**config.mk**
```make
export PLATFORM = sky130hd
export DESIGN_NAME = wave_capture_flat
export DESIGN_NICKNAME = d
export VERILOG_FILES = /design/src/rtl/wave_capture_if.sv /design/src/rtl/wave_capture.sv /design/src/flat_wrapper.sv
export SDC_FILE = /design/constraint.sdc
export NUM_CORES = 1
export LEC_CHECK = 0
export CORE_AREA = 2 2 39 41
export CTS_CLUSTER_DIAMETER = 60
export DETAILED_ROUTE_END_ITERATION = 6
export DIE_AREA = 0 0 41 43
export DONT_BUFFER_PORTS = 1
export HOLD_SLACK_MARGIN = 0.05
export PLACE_DENSITY_LB_ADDON = 0.15
export SLEW_MARGIN = 10
export SYNTH_ARGS = -nofsm -noshare
export SYNTH_HDL_FRONTEND = slang
export SYNTH_SLANG_ARGS = --single-unit
```
**constraint.sdc**
```tcl
create_clock -name clk -period 1.9 [get_ports clk]
set_input_delay 0.19 -clock clk [delete_from_list [all_inputs] [get_ports clk]]
set_output_delay 0.19 -clock clk [all_outputs]
set_load 0.01 [all_outputs]
```
**src/rtl/wave_capture_if.sv**
```systemverilog
// Bundles the sample-pipeline inputs and wave RAM write port of wave_capture.
interface wave_capture_if;
  logic        new_sample_ready;
  logic [15:0] new_sample_in;
  logic        wave_display_idle;
  logic [8:0]  write_address;
  logic        write_enable;
  logic [7:0]  write_sample;
  logic        read_index;

  modport master (
    output new_sample_ready, new_sample_in, wave_display_idle,
    input  write_address, write_enable, write_sample, read_index
  );

  modport slave (
    input  new_sample_ready, new_sample_in, wave_display_idle,
    output write_address, write_enable, write_sample, read_index
  );
endinterface

```
**src/rtl/wave_capture.sv**
```systemverilog
// Captures a 256-sample window per positive-going zero crossing into the
// ping-pong half the display is not reading, then swaps halves when idle.
module wave_capture (
  input logic        clk,
  input logic        reset,
  wave_capture_if.slave bus
);
  typedef enum logic [1:0] {
    ARMED  = 2'd0,
    ACTIVE = 2'd1,
    WAIT   = 2'd2
  } state_t;

  state_t     r_state;
  logic [7:0] r_index;
  logic       r_prev_msb;
  logic       r_read_index;

  logic       w_crossing;
  logic       w_we;

  assign w_crossing = bus.new_sample_ready & r_prev_msb & ~bus.new_sample_in[15];
  assign w_we       = bus.new_sample_ready &
                      ((r_state == ACTIVE) | ((r_state == ARMED) & w_crossing));

  always_ff @(posedge clk or negedge reset) begin
    if (!reset) begin
      r_state      <= ARMED;
      r_index      <= '0;
      r_prev_msb   <= 1'b0;
      r_read_index <= 1'b0;
    end else begin
      if (bus.new_sample_ready) r_prev_msb <= bus.new_sample_in[15];
      case (r_state)
        ARMED: begin
          // The crossing sample itself occupies slot 0.
          if (w_crossing) begin
            r_state <= ACTIVE;
            r_index <= 8'd1;
          end
        end
        ACTIVE: begin
          if (bus.new_sample_ready) begin
            r_index <= r_index + 8'd1;
            if (r_index == 8'hFF) r_state <= WAIT;
          end
        end
        WAIT: begin
          if (bus.wave_display_idle) begin
            r_read_index <= ~r_read_index;
            r_state      <= ARMED;
          end
        end
        default: r_state <= ARMED;
      endcase
    end
  end

  assign bus.write_enable  = w_we;
  assign bus.write_address = {~r_read_index, r_index};
  assign bus.write_sample  = {~bus.new_sample_in[15], bus.new_sample_in[14:8]};
  assign bus.read_index    = r_read_index;
endmodule

```
**src/flat_wrapper.sv**
```systemverilog
// flat-port wrapper written by rule: the top's interface ports become plain ports
module wave_capture_flat 
  (clk, reset, bus_new_sample_ready, bus_new_sample_in, bus_wave_display_idle, bus_write_address, bus_write_enable, bus_write_sample, bus_read_index);
  wave_capture_if bus_i ();
  input logic clk;
  input logic reset;
  input wire logic [$bits(bus_i.new_sample_ready)-1:0] bus_new_sample_ready;
  input wire logic [$bits(bus_i.new_sample_in)-1:0] bus_new_sample_in;
  input wire logic [$bits(bus_i.wave_display_idle)-1:0] bus_wave_display_idle;
  output wire logic [$bits(bus_i.write_address)-1:0] bus_write_address;
  output wire logic [$bits(bus_i.write_enable)-1:0] bus_write_enable;
  output wire logic [$bits(bus_i.write_sample)-1:0] bus_write_sample;
  output wire logic [$bits(bus_i.read_index)-1:0] bus_read_index;
  assign bus_i.new_sample_ready = bus_new_sample_ready;
  assign bus_i.new_sample_in = bus_new_sample_in;
  assign bus_i.wave_display_idle = bus_wave_display_idle;
  assign bus_write_address = bus_i.write_address;
  assign bus_write_enable = bus_i.write_enable;
  assign bus_write_sample = bus_i.write_sample;
  assign bus_read_index = bus_i.read_index;
  wave_capture u_core (.clk(clk), .reset(reset), .bus(bus_i));
endmodule
```
==> results of run 1 <==
==> cells in the mapped netlist <==
| cell | count |
|---|---|
| o41ai_2 | 1 |
| a31oi_1 | 2 |
| and3_1 | 3 |
| o31ai_1 | 1 |
| nor2b_1 | 1 |
| nor2_1 | 2 |
| and2b_4 | 1 |
| a21oi_1 | 4 |
| nand2b_1 | 1 |
| nand4_1 | 1 |
| xor2_1 | 2 |
| nand4b_1 | 1 |
| o211ai_1 | 3 |
| nand4_4 | 1 |
| and3b_4 | 1 |
| o21ai_0 | 5 |
| buf_6 | 1 |
| mux2_2 | 1 |
| nor3b_2 | 1 |
| nand3_1 | 2 |
| inv_1 | 4 |
| buf_4 | 7 |
| xnor2_1 | 1 |
| o21a_1 | 1 |
| nand2_1 | 6 |
| a41o_1 | 1 |
| ha_1 | 1 |
| dfrtp_1 | 12 |
| o22ai_1 | 1 |
==> power by group through the flow <==
stage	registers [W]	logic (W)	clock network [W]
3_5_place_dp	0.000432	0.000145	0
3_3_place_gp	0.000432	0.000143	0
5_1_grt	0.000440	0.000176	0.000172
2_1_floorplan	0.000403	0.000154	0
6_report	0.000425	0.000154	0.000155
4_1_cts	0.000427	0.000155	0.000158
==> worst register-to-register path, cell delays in order (launching register included) <==
cell,delay [ns]
dfrtp_1,0.47
ha_1,0.24
nand3_1,0.10
nor2_1,0.20
nand4_1,0.12
o22ai_1,0.16
==> worst max path at each step <==
stage,slack [ns],endpoint,depth (start not counted),start
after floorplan,0.67,u_core.r_state[0],5,u_core.r_index[0]
after global placement,0.54,u_core.r_state[1],5,u_core.r_index[0]
after detailed placement,0.54,u_core.r_state[0],5,u_core.r_index[0]
after CTS,0.45,bus_write_enable,2,u_core.r_state[1]
after global routing,0.40,u_core.r_state[1],5,u_core.r_index[0]
final,0.45,bus_write_enable,2,u_core.r_state[1]
==> stage by stage <==
step	cell area, sq um	cells	power [W]	worst slack, ns	utilization, %
after floorplan	699	69	0.000557	0.671	-
after global placement	656	77	0.000574	0.541	47.4
after detailed placement	656	77	0.000577	0.543	47.4
after CTS	698	82	0.000740	0.448	50.5
after global routing	698	82	0.000787	0.399	50.5
final	698	82	0.000734	0.445	50.5
==> routing by layer <==
layer | GRT usage (%) | vias up
li1 | - | 238
met1 | 25.3 | 221
met2 | 24.1 | 18
met3 | 5.76 | 9
met4 | 12.0 | 0
met5 | 0 | -
==> sequential cells by signal, indices dropped and copies added (netlist names) <==
name	count
u_core.bus.read_index	1
u_core.r_index	8
u_core.r_prev_msb	1
u_core.r_state	2
==> final cells by class <==
| cell class | instances | area share, % |
|---|---|---|
| clock buffer | 3 | 3.23 |
| multi-input combinational | 45 | 45.9 |
| inverter | 4 | 2.15 |
| sequential | 12 | 43.0 |
| timing repair buffer | 2 | 2.87 |
| tap | 16 | 2.87 |
==> cells by family (layout without fill, tap and decap cells) <==
kind of cell | Yosys count | count (layout) | share of synthesized area, %
compound gates | 19 | 19 | 18.2
xor+xnor | 3 | 3 | 3.76
fa+ha+maj | 1 | 1 | 1.79
buf+inv | 12 | 9 | 11.3
flops | 12 | 12 | 42.9
mux | 1 | 1 | 1.61
simple gates | 21 | 21 | 20.4
==> flow_metrics.env, run 1 <==
export IMPL_status="finished, final reports clean"
export IMPL_met1_length_um=640
export IMPL_mostFrequentLayoutCells="12 x dfrtp_1, 6 x nand2_1, 5 x o21ai_0"
export IMPL_whs_endpoint="u_core.r_prev_msb"
export IMPL_die_x_um=41
export IMPL_insertion_delay_ns=0.27
export IMPL_final_hold_viol_count=0
export IMPL_synth_seq_area_share_pct=42.9
export IMPL_switchingPower_w=0.000279
export IMPL_multi_input_area_sq_um=320
export IMPL_drive_gt1_share_pct=13.6
export IMPL_cts_tree="yes"
export IMPL_report_final_setup_viol=0
export IMPL_nets=89
export IMPL_wl_met2_um=555
export IMPL_hpwl_um=964
export IMPL_critPathCaptureType="output port"
export IMPL_p_seq_share_pct=57.9
export IMPL_slew_headroom_pct=62.7
export IMPL_crit_chain="and2b_4 -> o21a_1"
export IMPL_tns_ns=0
export IMPL_synth_area_leader_cell="dfrtp_1"
export IMPL_port_buffers=0
export IMPL_netlist_instances=69
export IMPL_cp_max_fo=7
export IMPL_initial_core_util_pct=50.5
export IMPL_combPwrFrac_pct=20.9
export IMPL_wl_met3_um=81
export IMPL_cts_max_level=1
export IMPL_ys_top_cells_by_area="dfrtp_1 43%, buf_4 7.5%, o21ai_0 3.6%, nand2_1 3.2%, o211ai_1 3.2%"
export IMPL_synth_nets=90
export IMPL_swShare_pct=37.9
export IMPL_antenna_cells=0
export IMPL_power_internal_w=0.000455
export IMPL_period_needed_ns=1.45
export IMPL_cts_repair_resized=0
export IMPL_hold_path_class="primary input to flop"
export IMPL_grt_max_degree=13
export IMPL_totalWireLength_mm=1.32
export IMPL_pwr_share_clk_pct=21.2
export IMPL_yosysWarnings=0
export IMPL_grt_total_usage_pct=18.4
export IMPL_hold_start="bus_new_sample_in[15]"
export IMPL_coreArea_sq_um=1380
export IMPL_arrival_ns=1.26
export IMPL_synth_cell_type_count=29
export IMPL_rsz0062_at_grt="no"
export IMPL_routedWlPerCell_um=16.1
export IMPL_first_iter_violations=1
export IMPL_whs_ns=0.0654
export IMPL_grt_pass1_wl_mm=2.21
export IMPL_final_common_cell="dfrtp_1"
export IMPL_reg2reg_to="u_core.r_state[1]"
export IMPL_overflow=0
export IMPL_slew_viol_final=0
export IMPL_skew_ns=0.00138
export IMPL_syn_area_sq_um=699
export IMPL_reg2reg_slack_ns=0.53
export IMPL_leakage_nw=0.305
export IMPL_post_cts_buffers=0
export IMPL_highest_layer="met4"
export IMPL_period_share_pct=76.6
export IMPL_rows=14
export IMPL_place_congestion=0.749
export IMPL_p_per_area_nw_per_um2=1050
export IMPL_clock_path_buffers=2
export IMPL_clock_sinks=12
export IMPL_fmax_ghz=0.687
export IMPL_path_buf_inv=0
export IMPL_reg2regPathDepth=5
export IMPL_first_pass_iters=2
export IMPL_cp_slowest_cell="dfrtp_1"
export IMPL_root_buffer="clkbuf_4"
export IMPL_cts_inserted_buffers=3
export IMPL_critPathRequiredTime_ns=1.71
export IMPL_io_pins=39
export IMPL_vdd_drop_max_mv=0.525
export IMPL_seq_area_sq_um=300
export IMPL_postCtsHoldBufs=2
export IMPL_drcViolationCount=0
export IMPL_synth_seq_cells=12
export IMPL_die_h_um=43
export IMPL_hold_depth=1
export IMPL_cts_clk_slew_worst_paths_ns=0.07
export IMPL_avgSynthCellArea_sq_um=10.1
export IMPL_worstMarginPinSlew_ns=0.558
export IMPL_crit_family="flip-flops"
export IMPL_antenna_found_initial=0
export IMPL_cp_start_kind="flop"
export IMPL_max_stage_delay_ns=0.43
export IMPL_crit_type="flop to output port"
export IMPL_die_area_sq_um=1760
export IMPL_grt_pass1_vias=510
export IMPL_rr_startpoint="u_core.r_index[0]"
export IMPL_final_antenna_net_count=0
export IMPL_vias=486
export IMPL_area_growth_pct=-0.179
export IMPL_cap_violations=0
export IMPL_vias_per_cell=5.93
export IMPL_fillers=137
export IMPL_yosysTopAreaCellShare_pct=42.9
No activity file was read; power rests on OpenSTA's default activity.
==> inputs of run 2 (changes only) <==
--- a/config.mk
+++ b/config.mk
@@ -5,10 +5,10 @@
 export SDC_FILE = /design/constraint.sdc
 export NUM_CORES = 1
 export LEC_CHECK = 0
-export CORE_AREA = 2 2 39 41
+export CORE_MARGIN = 1.5
+export CORE_UTILIZATION = 53
 export CTS_CLUSTER_DIAMETER = 60
 export DETAILED_ROUTE_END_ITERATION = 6
-export DIE_AREA = 0 0 41 43
 export DONT_BUFFER_PORTS = 1
 export HOLD_SLACK_MARGIN = 0.05
 export PLACE_DENSITY_LB_ADDON = 0.15
==> constraint.sdc (replaced) <==
create_clock -name clk -period 1.2 [get_ports clk]
set_input_delay 0.12 -clock clk [delete_from_list [all_inputs] [get_ports clk]]
set_output_delay 0.12 -clock clk [all_outputs]
set_load 0.01 [all_outputs]
==> flow_metrics.env, run 2 (synthesis gave the netlist of run 1 again) <==
export IMPL_final_common_cell="buf_4"
export IMPL_grt_max_degree=13
export IMPL_fin_area_sq_um=961
export IMPL_utilization_pct=82.1
export IMPL_dp_cells=86
export IMPL_cts_inserted_buffers=3
export IMPL_vias_per_cell=5.97
export IMPL_top_register="u_core.r_index"
export IMPL_whs_endpoint="u_core.r_state[0]"
export IMPL_critPathRequiredTime_ns=1.08
export IMPL_rsz0062_at_grt="yes"
export IMPL_routedWlPerCell_um=18.2
export IMPL_report_final_setup_viol=9
export IMPL_antenna_cells=0
export IMPL_hold_path_class="primary input to flop"
export IMPL_final_hold_viol_count=0
export IMPL_cp_start_kind="flop"
export IMPL_arrival_ns=1.27
export IMPL_hold_start="bus_new_sample_ready"
export IMPL_fin_ws_ns=-0.186
export IMPL_largest_reg_flops=8
export IMPL_rows=12
export IMPL_grt_total_usage_pct=26.0
export IMPL_slew_viol_final=0
export IMPL_antenna_found_initial=0
export IMPL_drcViolationCount=0
export IMPL_reg2reg_to="u_core.r_index[2]"
export IMPL_place_congestion=0.777
export IMPL_die_area_sq_um=1550
export IMPL_rr_startpoint="u_core.r_state[1]"
export IMPL_die_h_um=39.3
export IMPL_final_antenna_net_count=0
export IMPL_area_growth_pct=37.4
export IMPL_coreArea_sq_um=1170
export IMPL_critPathCaptureType="output port"
export IMPL_reg2regPathDepth=5
export IMPL_vias=615
export IMPL_violations="setup timing"
export IMPL_hold_depth=2
export IMPL_grt_pass1_wl_mm=2.59
export IMPL_placed_area_sq_um=741
export IMPL_initial_core_util_pct=59.7
export IMPL_totalWireLength_mm=1.87
export IMPL_vdd_drop_max_mv=1.11
export IMPL_cts_tree="yes"
export IMPL_p_per_area_nw_per_um2=1680
export IMPL_overflow=0
export IMPL_hpwl_mm=1.08
export IMPL_finalNonFillerCells=103
export IMPL_first_pass_iters=4
export IMPL_clock_sinks=12
export IMPL_port_buffers=0
export IMPL_fmax_ghz=0.722
export IMPL_die_x_um=39.3
export IMPL_mostFrequentLayoutCells="16 x buf_4, 11 x dfrtp_1, 5 x nand2_1"
export IMPL_period_share_pct=115
export IMPL_cap_violations=0
export IMPL_root_buffer="clkbuf_4"
export IMPL_period_needed_ns=1.39
export IMPL_fillers=81
export IMPL_insertion_delay_ns=0.28
export IMPL_post_place_ws_ns=-0.0709
export IMPL_skew_ns=0.0117
export IMPL_drive_gt1_share_pct=44.9
export IMPL_slew_headroom_pct=63.1
export IMPL_leakage_nw=0.440
export IMPL_grt_pass1_vias=616
export IMPL_crit_type="flop to output port"
export IMPL_reg2reg_slack_ns=-0.13
export IMPL_nets=111
export IMPL_cp_max_fo=4
export IMPL_cts_max_level=1
export IMPL_cts_clk_slew_worst_paths_ns=0.08
export IMPL_worstMarginPinSlew_ns=0.552
export IMPL_io_pins=39
export IMPL_clock_path_buffers=2
export IMPL_status="complete, but fails checks"
export IMPL_largest_registers="u_core.r_index: 8 flops, u_core.r_state: 2 flops"
export IMPL_first_iter_violations=24
[run 2: cell count changes in the layout (fill, tap and decap cells not counted), sizes merged]
cell / before / now
clkbuf: 3 / 4
dlygate4sd3: 2 / 4
buf: 0 / 20
[run 2: where the power goes]
part	switching (W)	internal, W
clock network	0.000139	0.000185
logic	0.000313	0.000347
registers	0.000145	0.000487
total	0.000598	0.00102
[run 2: stage by stage]
stage | hold WS [ns] | total power [W] | TNS, ns
6_report | 0.0691 | 0.00162 | -0.752
5_1_grt | 0.0630 | 0.00170 | -1.41
4_1_cts | 0.0573 | 0.00152 | -0.406
3_5_place_dp | -0.175 | 0.00106 | -0.158
3_3_place_gp | -0.175 | 0.00104 | -0.0647
2_1_floorplan | -0.176 | 0.000886 | 0
[run 2: what timing repair did]
action                     CTS  global route
setup buffers                8             1
hold endpoints to repair    16             0
gates resized for setup     12             9
pin swaps                    5            11
hold buffers                 4             0
setup endpoints to repair    8            11
[run 2: final cells by class]
class | instances | area (sq um) | area share [%]
inverter | 4 | 15.0 | 1.56
clock buffer | 4 | 36.3 | 3.78
multi-input combinational | 45 | 385 | 40.1
sequential | 12 | 302 | 31.4
timing repair buffer | 24 | 205 | 21.4
tap | 14 | 17.5 | 1.82
[run 2: critical path, stage by stage, from the launching register on]
cell     delay (ns)
dfrtp_1        0.42
and2b_4        0.27
o21a_1         0.16
buf_4          0.13
[run 2: per-layer routing]
metal | vias up | track usage, % | routed length [um]
li1 | 286 | - | -
met1 | 299 | 29.3 | 759
met2 | 30 | 45.0 | 980
met3 | 0 | 9.66 | 130
met4 | 0 | 7.76 | 0
met5 | - | 0 | 0
[run 2: how the worst max path moves through the flow]
stage                            startpoint                end  slack, ns
after floorplan           u_core.r_index[0]  u_core.r_state[0]      0.003
after global placement    u_core.r_state[1]  u_core.r_index[7]      -0.03
after detailed placement  u_core.r_state[0]  u_core.r_index[4]      -0.07
after CTS                 u_core.r_state[1]   bus_write_enable      -0.14
after global routing      u_core.r_prev_msb   bus_write_enable      -0.25
final                     u_core.r_state[1]   bus_write_enable      -0.19
==> inputs of run 3 (changes only) <==
--- a/config.mk
+++ b/config.mk
@@ -5,11 +5,11 @@
 export SDC_FILE = /design/constraint.sdc
 export NUM_CORES = 1
 export LEC_CHECK = 0
+export BUFFER_PORTS_ARGS = -buffer_cell sky130_fd_sc_hd__buf_2
 export CORE_MARGIN = 1.5
-export CORE_UTILIZATION = 53
+export CORE_UTILIZATION = 38
 export CTS_CLUSTER_DIAMETER = 60
 export DETAILED_ROUTE_END_ITERATION = 6
-export DONT_BUFFER_PORTS = 1
 export HOLD_SLACK_MARGIN = 0.05
 export PLACE_DENSITY_LB_ADDON = 0.15
 export SLEW_MARGIN = 10
==> flow_metrics.env, run 3 (synthesis gave the netlist of run 1 again) <==
export IMPL_status="complete, but fails checks"
export IMPL_violations="setup timing"
export IMPL_clock_sinks=12
export IMPL_antenna_cells=0
export IMPL_arrival_ns=1.51
export IMPL_period_needed_ns=1.36
export IMPL_critPathCaptureType="flop"
export IMPL_drcViolationCount=0
export IMPL_cap_violations=0
export IMPL_root_buffer="clkbuf_4"
export IMPL_crit_type="flop to flop"
export IMPL_totalWireLength_mm=1.58
export IMPL_leakage_nw=0.468
export IMPL_grt_max_degree=13
export IMPL_rsz0062_at_grt="yes"
export IMPL_die_x_um=45.9
export IMPL_final_antenna_net_count=0
export IMPL_top_register="u_core.r_index"
export IMPL_first_iter_violations=13
export IMPL_largest_reg_flops=8
export IMPL_fillers=162
export IMPL_dp_cells=111
export IMPL_initial_core_util_pct=40.5
export IMPL_final_hold_viol_count=0
export IMPL_mostFrequentLayoutCells="16 x buf_2, 16 x buf_4, 10 x dfrtp_1"
export IMPL_fmax_ghz=0.735
export IMPL_cts_clk_slew_worst_paths_ns=0.08
export IMPL_nets=122
export IMPL_finalNonFillerCells=125
export IMPL_cts_inserted_buffers=3
export IMPL_worstMarginPinSlew_ns=0.304
export IMPL_cts_max_level=1
export IMPL_vdd_drop_max_mv=1.09
export IMPL_report_final_setup_viol=9
export IMPL_grt_pass1_wl_mm=2.63
export IMPL_hold_path_class="primary input to flop"
export IMPL_grt_pass1_vias=585
export IMPL_crit_chain="buf_4 -> and3b_4 -> nand4_4 -> o211ai_1 -> o31ai_1"
export IMPL_insertion_delay_ns=0.27
export IMPL_clock_path_buffers=2
export IMPL_fin_ws_ns=-0.161
export IMPL_area_growth_pct=37.2
export IMPL_coreArea_sq_um=1730
export IMPL_rows=15
export IMPL_io_pins=39
export IMPL_cts_tree="yes"
export IMPL_utilization_pct=55.6
export IMPL_grt_total_usage_pct=17.5
export IMPL_first_pass_iters=4
export IMPL_skew_ns=0.00343
export IMPL_hpwl_mm=1.06
export IMPL_period_share_pct=113
export IMPL_largest_registers="u_core.r_index: 8 flops, u_core.r_state: 2 flops"
export IMPL_p_per_area_nw_per_um2=1590
export IMPL_vias_per_cell=5.03
export IMPL_die_h_um=45.9
export IMPL_cp_start_kind="flop"
export IMPL_place_congestion=0.753
export IMPL_overflow=0
export IMPL_port_buffers=16
export IMPL_routedWlPerCell_um=12.6
export IMPL_slew_headroom_pct=79.7
export IMPL_antenna_found_initial=0
export IMPL_slew_viol_final=0
export IMPL_cp_max_fo=4
export IMPL_max_stage_delay_ns=0.41
export IMPL_post_place_ws_ns=-0.0552
export IMPL_vias=629
export IMPL_tns_ns=-0.670
export IMPL_die_area_sq_um=2110
export IMPL_cp_slowest_cell="dfrtp_1"
export IMPL_critPathRequiredTime_ns=1.35
export IMPL_drive_gt1_share_pct=48.0
[run 3: changes by cell type in the layout (fill, tap and decap cells not counted), sizes merged]
cell | previous run | this run
dlygate4sd3 | 4 | 2
buf | 20 | 33
[run 3: stage by stage]
stage	total power (W)	hold WS, ns	instance area [sq um]
final	0.00153	0.145	960
after global routing	0.00165	0.159	960
after CTS	0.00150	0.135	941
after detailed placement	0.00111	0.0204	820
after global placement	0.00111	0.0199	820
after floorplan	0.000886	-0.176	704
[run 3: final timing paths]
path	startpoint	endpoint	slack, ns	cells past startpoint
min in group asynchronous	reset	u_core.r_index[4]	0.26	2
max	u_core.r_state[1]	u_core.r_index[7]	-0.16	5
min reg2reg	u_core.r_prev_msb	u_core.r_prev_msb	0.53	1
min	bus_new_sample_in[15]	u_core.r_prev_msb	0.14	2
max reg2reg	u_core.r_state[1]	u_core.r_index[7]	-0.16	5
max in group asynchronous	reset	u_core.r_index[2]	0.71	2
[run 3: layer usage]
metal	share of wire [%]	global-route usage (%)	wire (um)
met3	5.7	3.57	90
met2	46	25.6	724
met4	0.89	10.3	14
met1	47	23.6	748
met5	0	0	0
[run 3: critical path: cells and delay by family (launching register included)]
| family | cells | cell delay, ns |
|---|---|---|
| compound gates | 2 | 0.27 |
| buf+inv | 1 | 0.15 |
| flops | 1 | 0.41 |
| simple gates | 2 | 0.41 |
[run 3: timing repair]
action,CTS,global route
hold buffers,2,0
setup endpoints to repair,8,12
cloned,0,0
resized for setup,4,3
setup buffers,7,1
endpoints found under the hold margin,13,0
pin swaps,3,1
[run 3: area by class of cell]
class	count	area (sq um)	share of cell area, %
inverters	4	15.0	1.56
repair buffers	35	231	24.1
well taps	25	31.3	3.26
multi-input cells	45	343	35.7
flip-flops and latches	12	303	31.6
clock buffers	4	36.3	3.78
[run 3: where the power goes]
part / switching [W] / internal, W
Clock: 0.000133 / 0.000184
Sequential: 0.000135 / 0.000491
Combinational: 0.000262 / 0.000325
